## src/rtl/nn_pkg.sv

```systemverilog
// Shared neural-layer types: operand widths, int8/int16 aliases and the MAC
// control states.
package nn_pkg;
  localparam int ACT_W  = 8;
  localparam int PROD_W = 16;

  typedef logic signed [ACT_W-1:0]  act_t;
  typedef logic signed [PROD_W-1:0] prod_t;

  typedef enum logic [1:0] {
    ST_FIRST = 2'd0,
    ST_ACCUM = 2'd1,
    ST_HOLD  = 2'd2
  } state_e;
endpackage

```

## src/rtl/nn_sat_add.sv

```systemverilog
// Combinational signed saturating adder. The result clamps to the W-bit signed
// range, and ovf flags any clamp.
module nn_sat_add #(
  parameter int W = 20
) (
  input  logic signed [W-1:0] a_i,
  input  logic signed [W-1:0] b_i,
  output logic signed [W-1:0] sum_o,
  output logic                ovf_o
);
  logic signed [W-1:0] raw;

  always_comb begin
    raw   = a_i + b_i;
    // Overflow only possible when operands share a sign and the result flips it.
    ovf_o = (a_i[W-1] == b_i[W-1]) && (raw[W-1] != a_i[W-1]);
    if (ovf_o) sum_o = a_i[W-1] ? {1'b1, {(W-1){1'b0}}} : {1'b0, {(W-1){1'b1}}};
    else       sum_o = raw;
  end
endmodule

```

## src/rtl/neuron_mac_accum.sv

```systemverilog
// Serial int8 MAC neuron. It accumulates one x*w product per beat plus the bias
// taken on the first beat, then holds the saturated wide sum until the consumer
// accepts it.
module neuron_mac_accum
  import nn_pkg::*;
#(
  parameter int  ACC_WIDTH = 20,
  parameter int  MAX_LEN   = 64,
  localparam int CNT_W     = $clog2(MAX_LEN + 1)
) (
  input  logic                 clk,
  input  logic                 rst_n,
  input  logic                 in_valid,
  output logic                 in_ready,
  input  logic [ACT_W-1:0]     in_x,
  input  logic [ACT_W-1:0]     in_w,
  input  logic [ACT_W-1:0]     in_bias,
  input  logic                 in_last,
  output logic                 out_valid,
  input  logic                 out_ready,
  output logic [ACC_WIDTH-1:0] out_sum,
  output logic                 out_sat,
  output logic [CNT_W-1:0]     out_len
);
  state_e                state_q, state_d;
  logic signed [ACC_WIDTH-1:0] acc_q, acc_d;
  logic [CNT_W-1:0]      cnt_q, cnt_d;
  logic                  sat_q, sat_d;
  logic [ACC_WIDTH-1:0]  sum_q, sum_d;
  logic [CNT_W-1:0]      len_q, len_d;
  logic                  osat_q, osat_d;

  prod_t                 prod;
  logic signed [ACC_WIDTH-1:0] prod_ext, bias_ext, add_sum;
  logic                  add_ovf, beat;

  // Widen before multiplying so the full 16-bit product is kept.
  assign prod     = prod_t'(act_t'(in_x)) * prod_t'(act_t'(in_w));
  assign prod_ext = {{(ACC_WIDTH-PROD_W){prod[PROD_W-1]}}, prod};
  assign bias_ext = {{(ACC_WIDTH-ACT_W){in_bias[ACT_W-1]}}, in_bias};

  nn_sat_add #(.W(ACC_WIDTH)) u_sat_add (
    .a_i  (acc_q),
    .b_i  (prod_ext),
    .sum_o(add_sum),
    .ovf_o(add_ovf)
  );

  assign out_valid = (state_q == ST_HOLD);
  assign in_ready  = ~out_valid;
  assign beat      = in_valid & in_ready;
  assign out_sum   = sum_q;
  assign out_sat   = osat_q;
  assign out_len   = len_q;

  always_comb begin
    state_d = state_q;
    acc_d   = acc_q;
    cnt_d   = cnt_q;
    sat_d   = sat_q;
    sum_d   = sum_q;
    len_d   = len_q;
    osat_d  = osat_q;
    case (state_q)
      ST_FIRST, ST_ACCUM: begin
        if (beat) begin
          if (state_q == ST_FIRST) begin
            // Bias plus one product always fits in ACC_WIDTH >= 17 bits.
            acc_d = bias_ext + prod_ext;
            sat_d = 1'b0;
            cnt_d = CNT_W'(1);
          end else begin
            acc_d = add_sum;
            sat_d = sat_q | add_ovf;
            cnt_d = cnt_q + CNT_W'(1);
          end
          // The beat that reaches MAX_LEN closes the vector even without in_last.
          if (in_last || cnt_d == CNT_W'(MAX_LEN)) begin
            state_d = ST_HOLD;
            sum_d   = acc_d;
            len_d   = cnt_d;
            osat_d  = sat_d;
          end else begin
            state_d = ST_ACCUM;
          end
        end
      end
      ST_HOLD: if (out_ready) state_d = ST_FIRST;
      default: state_d = ST_FIRST;
    endcase
  end

  always_ff @(posedge clk) begin
    if (!rst_n) begin
      state_q <= ST_FIRST;
      acc_q   <= '0;
      cnt_q   <= '0;
      sat_q   <= 1'b0;
      sum_q   <= '0;
      len_q   <= '0;
      osat_q  <= 1'b0;
    end else begin
      state_q <= state_d;
      acc_q   <= acc_d;
      cnt_q   <= cnt_d;
      sat_q   <= sat_d;
      sum_q   <= sum_d;
      len_q   <= len_d;
      osat_q  <= osat_d;
    end
  end
endmodule

```

## config.mk

```make
export PLATFORM = sky130hd
export DESIGN_NAME = neuron_mac_accum
export DESIGN_NICKNAME = d
export VERILOG_FILES = /design/src/rtl/nn_pkg.sv /design/src/rtl/nn_sat_add.sv /design/src/rtl/neuron_mac_accum.sv
export SDC_FILE = /design/constraint.sdc
export NUM_CORES = 1
export LEC_CHECK = 0
export CAP_MARGIN = 20
export CORE_ASPECT_RATIO = 0.9
export CORE_MARGIN = 8
export CORE_UTILIZATION = 54
export DETAILED_ROUTE_END_ITERATION = 8
export HOLD_SLACK_MARGIN = 0.1
export PLACE_DENSITY = 0.78
export SETUP_SLACK_MARGIN = 0.4
export SYNTH_ARGS = -nofsm -noshare
export SYNTH_HDL_FRONTEND = slang
export SYNTH_SLANG_ARGS = --single-unit
export TNS_END_PERCENT = 20
```

## constraint.sdc

```tcl
create_clock -name clk -period 7.7 [get_ports clk]
set_input_delay 1.925 -clock clk [delete_from_list [all_inputs] [get_ports clk]]
set_output_delay 1.925 -clock clk [all_outputs]
set_load 0.05 [all_outputs]
```

* Yosys cells after proc, flatten, opt, wreduce, memory -nomap -nowiden
Index checks and enable logic that the tools add are counted.
** Storage, ports and cells
- Bits in registers :: 58
- Bits of input ports :: 29
- Output and inout bits :: 30
- Logic and storage cells :: 39
** Operators by class
- $add $sub $neg :: 3
- $mul :: 1
- Equal/unequal tests :: 7
- Mux-type cells :: 11
- Bitwise operators :: 3
- Reductions and logical operators :: 7
** Operator list (number)
- $mux W20 :: 3
- $mux W7 :: 3
- $add A20 B16 Y20 :: 1
- $add A8 B16 Y17 :: 1
- $mul A8 B8 Y16 :: 1
- $add A7 B1 Y7 const B :: 1
- $eq A7 B7 Y1 const B :: 1
- $mux W2 :: 3
- $pmux W2 S2 :: 1
- $reduce_and A2 Y1 :: 2
- $reduce_and A3 Y1 :: 1
- $eq A2 B1 Y1 const B :: 1
- $eq A2 B2 Y1 const B :: 1
- $logic_not A2 Y1 :: 1
- $ne A2 B1 Y1 const B :: 1
- $ne A2 B2 Y1 const B :: 1
- $reduce_or A2 Y1 :: 1
- $and A1 B1 Y1 :: 1
- $eq A1 B1 Y1 :: 1
- $logic_and A1 B1 Y1 :: 1
- $logic_or A1 B1 Y1 :: 1
- $mux W1 :: 1
- $ne A1 B1 Y1 :: 1
- $not A1 Y1 :: 1
- $or A1 B1 Y1 :: 1

* Longest topological paths before layout
- Depth after elaboration :: 10
- Gate-level depth with buffers :: 28
- Gate-level depth less buffers :: 26

* By module
A second synthesis with hierarchy kept.
** Second synthesis, totals
- Cells, all modules :: 889
- Area total of the unflattened synthesis :: 7181.9 um^2
** Modules (own cells, without submodules)
- neuron_mac_accum :: instances 1, cells each 696, area each 5879.4 um^2, seq. area each 1161.1 um^2
- nn_sat_add :: instances 1, cells each 193, area each 1302.5 um^2, seq. area each 0.0 um^2

* Worst setup path after synthesis
Ideal clock, no wire load.
- Kind :: input to register
- Start point :: input in_w[3]
- End point :: register acc_q[7]
- Setup time :: 0.136 ns
- Arrival time :: 7.847 ns
- Data required time :: 7.564 ns
- Path slack :: -0.282 ns
- Cell stages on the path :: 23
- Buffers on the path :: 2
- Cell sequence :: and2_1 > fa_1 > inv_1 > fa_1 > inv_1 > fa_1 > inv_1 > fa_1 > inv_1 > ha_1 > nand2_1 > o21ai_0 > o41ai_4 > xnor2_2 > clkbuf_1 > ha_1 > a21o_1 > a21o_1 > a211oi_4 > buf_2 > a21oi_1 > o211ai_1 > a31oi_1
** Between the ends
- Longest elaborated chain between the ends :: 6
- Elaborated cells between the ends (all ways) :: 8
- Classes of those cells :: add/sub: 2; mul: 1; eq/ne: 2; mux: 2; reduce/logical: 1
** RTL lines
- start, declared :: RTL line neuron_mac_accum.sv:16 : input logic [ACT_W-1:0] in_w,
- $mul A8 B8 Y16 (*) :: RTL line neuron_mac_accum.sv:38 : assign prod = prod_t'(act_t'(in_x)) * prod_t'(act_t'(in_w));
- $add A20 B16 Y20 :: RTL line nn_sat_add.sv:14 : raw = a_i + b_i;
- $ne A1 B1 Y1 :: RTL line nn_sat_add.sv:16 : ovf_o = (a_i[W-1] == b_i[W-1]) && (raw[W-1] != a_i[W-1]);
- $logic_and A1 B1 Y1 :: RTL line nn_sat_add.sv:16
- $mux W20 :: RTL line nn_sat_add.sv:17 : if (ovf_o) sum_o = a_i[W-1] ? {1'b1, {(W-1){1'b0}}} : {1'b0, {(W-1){1'b1}}};
- $mux W20 (*) :: RTL line neuron_mac_accum.sv:67 : if (state_q == ST_FIRST) begin
- end signal, assigned :: RTL line neuron_mac_accum.sv:96 : acc_q <= '0;
- end signal, assigned :: RTL line neuron_mac_accum.sv:104 : acc_q <= acc_d;
- end, declared :: RTL line neuron_mac_accum.sv:26 : logic signed [ACC_WIDTH-1:0] acc_q, acc_d;
Every way passes the cells marked *; elsewhere a longest branch is shown, timed or not.
A chain may end at the register's enable or synchronous reset.

* Final worst setup path
- Start point :: input in_x[3]
- End point :: register sum_q[18], in the netlist out_sum[18]
** Between the ends
- Longest elaborated chain between the ends :: 6
- Elaborated cells between the ends (all ways) :: 8
- Classes of those cells :: add/sub: 2; mul: 1; eq/ne: 2; mux: 2; reduce/logical: 1
** RTL lines
- start, declared :: RTL line neuron_mac_accum.sv:15 : input logic [ACT_W-1:0] in_x,
- $mul A8 B8 Y16 (*) :: RTL line neuron_mac_accum.sv:38
- $add A20 B16 Y20 :: RTL line nn_sat_add.sv:14
- $ne A1 B1 Y1 :: RTL line nn_sat_add.sv:16
- $logic_and A1 B1 Y1 :: RTL line nn_sat_add.sv:16
- $mux W20 :: RTL line nn_sat_add.sv:17
- $mux W20 (*) :: RTL line neuron_mac_accum.sv:67
- end signal, assigned :: RTL line neuron_mac_accum.sv:107 : sum_q <= sum_d;
- end, declared :: RTL line neuron_mac_accum.sv:29 : logic [ACC_WIDTH-1:0] sum_q, sum_d;
Marks and branches as above.

==> key figures <==
Floorplan
  – Floorplan die width: 133 um
  – Standard-cell rows: 38
  – Initial core utilization: 0.554
  – Total I/O pin count: 59
  – Die H: 122 um
  – Area inside the core boundary: 12100 um2
  – Full die area: 16200 um2

Global route
  – Maximum number of pins on one net before global-route repair: 42
  – Routing usage on met1: 0.281
  – Vias in the first global route: 6589
  – Met2 track demand over resource: 0.395
  – Residual overflow from global routing: 0
  – Total GRT Usage: 0.227
  – First-pass GRT wire length: 30.9 mm
  – Layer with the highest usage after global routing: met2
  – Number of antenna violations at the first check in global routing: 0
  – Met3 usage in global routing: 0.0473

Worst hold path
  – Number of cells traversed by the worst hold path: 2
  – Path class of the lowest-slack min-delay path: reg2reg

Clock network
  – Cts-stage hold buffer count: 0
  – Number of sinks on the clock net: 58
  – CTS HTree Levels: 3
  – TritonCTS clock tree: done
  – Clk root buf: sky130_fd_sc_hd__clkbuf_16
  – Clock Latency Late Sink: 0.33 ns
  – Register clock-pin slew on the reported worst setup and hold paths: 0.05 ns
  – TritonCTS Buffers: 9
  – Buffer depth of the longest clock path: 2

Yosys
  – Complex-gate fraction of the synthesized area: 0.201
  – Multiplexer share of the synthesized area: 0.00767
  – Cell accounting for the most synthesized area: sky130_fd_sc_hd__dfxtp_1
  – Top cells by area in the synthesized netlist: sky130_fd_sc_hd__dfxtp_1 (17%), sky130_fd_sc_hd__fa_1 (17%), sky130_fd_sc_hd__ha_1 (12%), sky130_fd_sc_hd__inv_1 (5.8%), sky130_fd_sc_hd__and2_1 (4.6%)
  – Fraction of registers with async set or reset after synthesis: 0
  – Share of synthesized area occupied by flip-flops and latches: 0.174
  – Number of instances in the synthesized netlist: 819
  – Count of synthesis-stage warnings from yosys: 0
  – Fraction of the mapped netlist area in adder cells: 0.296
  – Main combinational cell family by area after synthesis: adder cells
  – Mean instance size in the synthesized netlist: 8.17 um2
  – Count of state elements after synthesis: 58
  – Number of enable flip-flop cells after synthesis: 0
  – Unique cell type count in the Yosys netlist: 64
  – Area fraction of the dominant cell type after synthesis: 0.174
  – Area share of xor/xnor cells in the synthesized design: 0.0614
  – Synth Area in Simple Gates: 0.182
  – Combined area of all synthesized cells: 6690 um2
  – Top flip-flop cell by instance count after synthesis: sky130_fd_sc_hd__dfxtp_1
  – Synthesized netlist net count: 971

Worst setup path
  – Critical Path AT: 7.60 ns
  – Element type at the critical path start: input port
  – Most frequent CP cell: sky130_fd_sc_hd__fa_1
  – Worst path required time: 7.87 ns
  – Cell with the biggest individual delay on the critical path: sky130_fd_sc_hd__fa_1
  – Crit Path Category: in2reg
  – Cell count of the worst reg-to-reg path: 9
  – CP Capture Type: flip-flop
  – Critical Path Fanout Max: 7
  – Biggest cell delay along the critical path: 0.55 ns

STA
  – Count of final setup violators: 0
  – Final hold slack: 0.455 ns
  – Final setup skew: 0.00590 ns
  – Crit path setup slack, layout: 0.274 ns
  – Slew Limit Fails: 0
  – Period utilisation layout: 0.964
  – Final hold violation count: 0
  – Tightest slew margin relative to the limit: 0.230
  – Post-layout minimum cycle time: 7.43 ns
  – RSZ-0062 raised after global routing: yes
  – Maximum operating frequency: 0.135 GHz
  – Slew at the pin with the worst max-slew slack: 1.16 ns
  – Total Negative Setup Slacks: 0 ns

Placed design
  – HPWL reported at the end of detailed placement: 14.0 mm
  – Final GP Congestion: 0.916
  – Minimum setup slack after placement: -0.722 ns
  – IO Port Bufs: 58

Route
  – Length of the first detailed-routing pass in iterations: 6
  – Post-DR wirelength/cell: 16.9 um
  – DRC violation count after routing: 0
  – Number of routed nets with antenna violations: 0
  – Sum of routed wire length over all layers: 19.3 mm
  – Iter 0 DRT Violations: 501
  – Vias: 6672
  – Vias/cell: 5.83

Finish
  – Number of filler cells placed in the layout: 851
  – Layout net count: 1134
  – Core Util, Final: 0.747
  – Area growth from synthesis to layout: 35.0%
  – Fraction of final layout cells sized beyond drive strength 1: 0.259
  – ANT cells: 0

Run
  – Number of maximum-capacitance constraint violations: 0

Outcome
  – Status: finished, final reports clean
-- final cells by class --
cell class | count | area [um2] | share of cell area
timing repair buffer | 181 | 1570 | 0.173
sequential | 58 | 1160 | 0.129
tap | 160 | 200 | 0.0222
multi-input combinational | 629 | 5460 | 0.605
clock buffer | 14 | 254 | 0.0281
inverter | 103 | 387 | 0.0428
-- cells by family (layout without fill, tap and decap cells) --
group,count (synthesis),count (layout)
simple gates,246,246
compound gates,208,208
buf+inv,132,298
fa+ha+maj,124,124
flops,58,58
xor+xnor,46,46
mux,5,5
-- worst max-delay path: cells and delay by family --
family / cells / cell delay [ns]
XOR/XNOR: 1 / 0.28
adder cells (fa/ha/maj): 6 / 2.54
AND/OR/NAND/NOR: 1 / 0.17
AO/OA/AOI/OAI: 9 / 1.70
buffers and inverters: 8 / 0.99
-- sequential cells by signal, summed over array words and instances (netlist names) --
signal and cells:
cnt_q 7, out_sum 20, acc_q 20, state_q 2, out_sat 1, sat_q 1
out_len 7
-- metal layers --
layer	vias to the layer above	part of all wire
li1	3138	-
met1	3211	0.41
met2	269	0.50
met3	54	0.064
met4	0	0.021
met5	-	0
-- synthesized netlist by cell type, types with 5 or more instances --
master,count
sky130_fd_sc_hd__xor2_1,15
sky130_fd_sc_hd__and2_1,49
sky130_fd_sc_hd__a21oi_1,54
sky130_fd_sc_hd__nand3_1,46
sky130_fd_sc_hd__buf_2,5
sky130_fd_sc_hd__nand2_1,64
sky130_fd_sc_hd__nand2b_1,9
sky130_fd_sc_hd__clkbuf_1,19
sky130_fd_sc_hd__xnor2_1,30
sky130_fd_sc_hd__fa_1,57
sky130_fd_sc_hd__o22ai_1,8
sky130_fd_sc_hd__a211oi_1,13
sky130_fd_sc_hd__inv_1,103
sky130_fd_sc_hd__o211ai_1,12
sky130_fd_sc_hd__nor2_1,42
sky130_fd_sc_hd__a31oi_1,13
sky130_fd_sc_hd__nor3_1,7
sky130_fd_sc_hd__o21ai_1,22
sky130_fd_sc_hd__ha_1,66
sky130_fd_sc_hd__o21bai_1,5
sky130_fd_sc_hd__o21ai_0,36
sky130_fd_sc_hd__a21o_1,11
sky130_fd_sc_hd__nor2b_1,10
sky130_fd_sc_hd__dfxtp_1,58
-- layout by cell type, fill, tap and decap left out, drive strengths merged, types with 8 or more instances in the layout --
master	netlist	final
a21oi	55	55
buf	10	138
nand2b	9	9
ha	66	66
fa	57	57
o211ai	12	12
o22ai	8	8
nor2b	10	10
and2	49	49
a211oi	15	15
nand2	64	64
nand3	46	46
xnor2	31	31
o21ai	58	58
xor2	15	15
a31oi	13	13
nor2	42	42
inv	103	103
dfxtp	58	58
clkbuf	19	15
a21o	11	11
clkdlybuf4s50	0	42
-- path summary, 6_finish.rpt --
path	from	to	slack, ns
setup reg to reg	state_q[1]	out_sum[17]	4.51
hold / removal	out_sum[3]	out_sum[3]	0.46
setup / recovery	in_x[3]	out_sum[18]	0.27
hold reg to reg	out_sum[3]	out_sum[3]	0.46
-- repair_timing --
item	in CTS	in global routing
buffers inserted	24	5
gates cloned	0	1
pin swaps	56	58
resized for setup	138	49
setup endpoints to repair	42	42
-- through the flow --
step                      instances  instance area (um2)
final                          1145                 9030
after global routing           1145                 9030
after global placement         1101                 8150
after CTS                      1139                 8820
after detailed placement       1101                 8150
after floorplan                 819                 6830
Power is left out: the tool's default activity adds up to more than one toggle a clock period on the data nets, which glitch-free logic cannot reach.
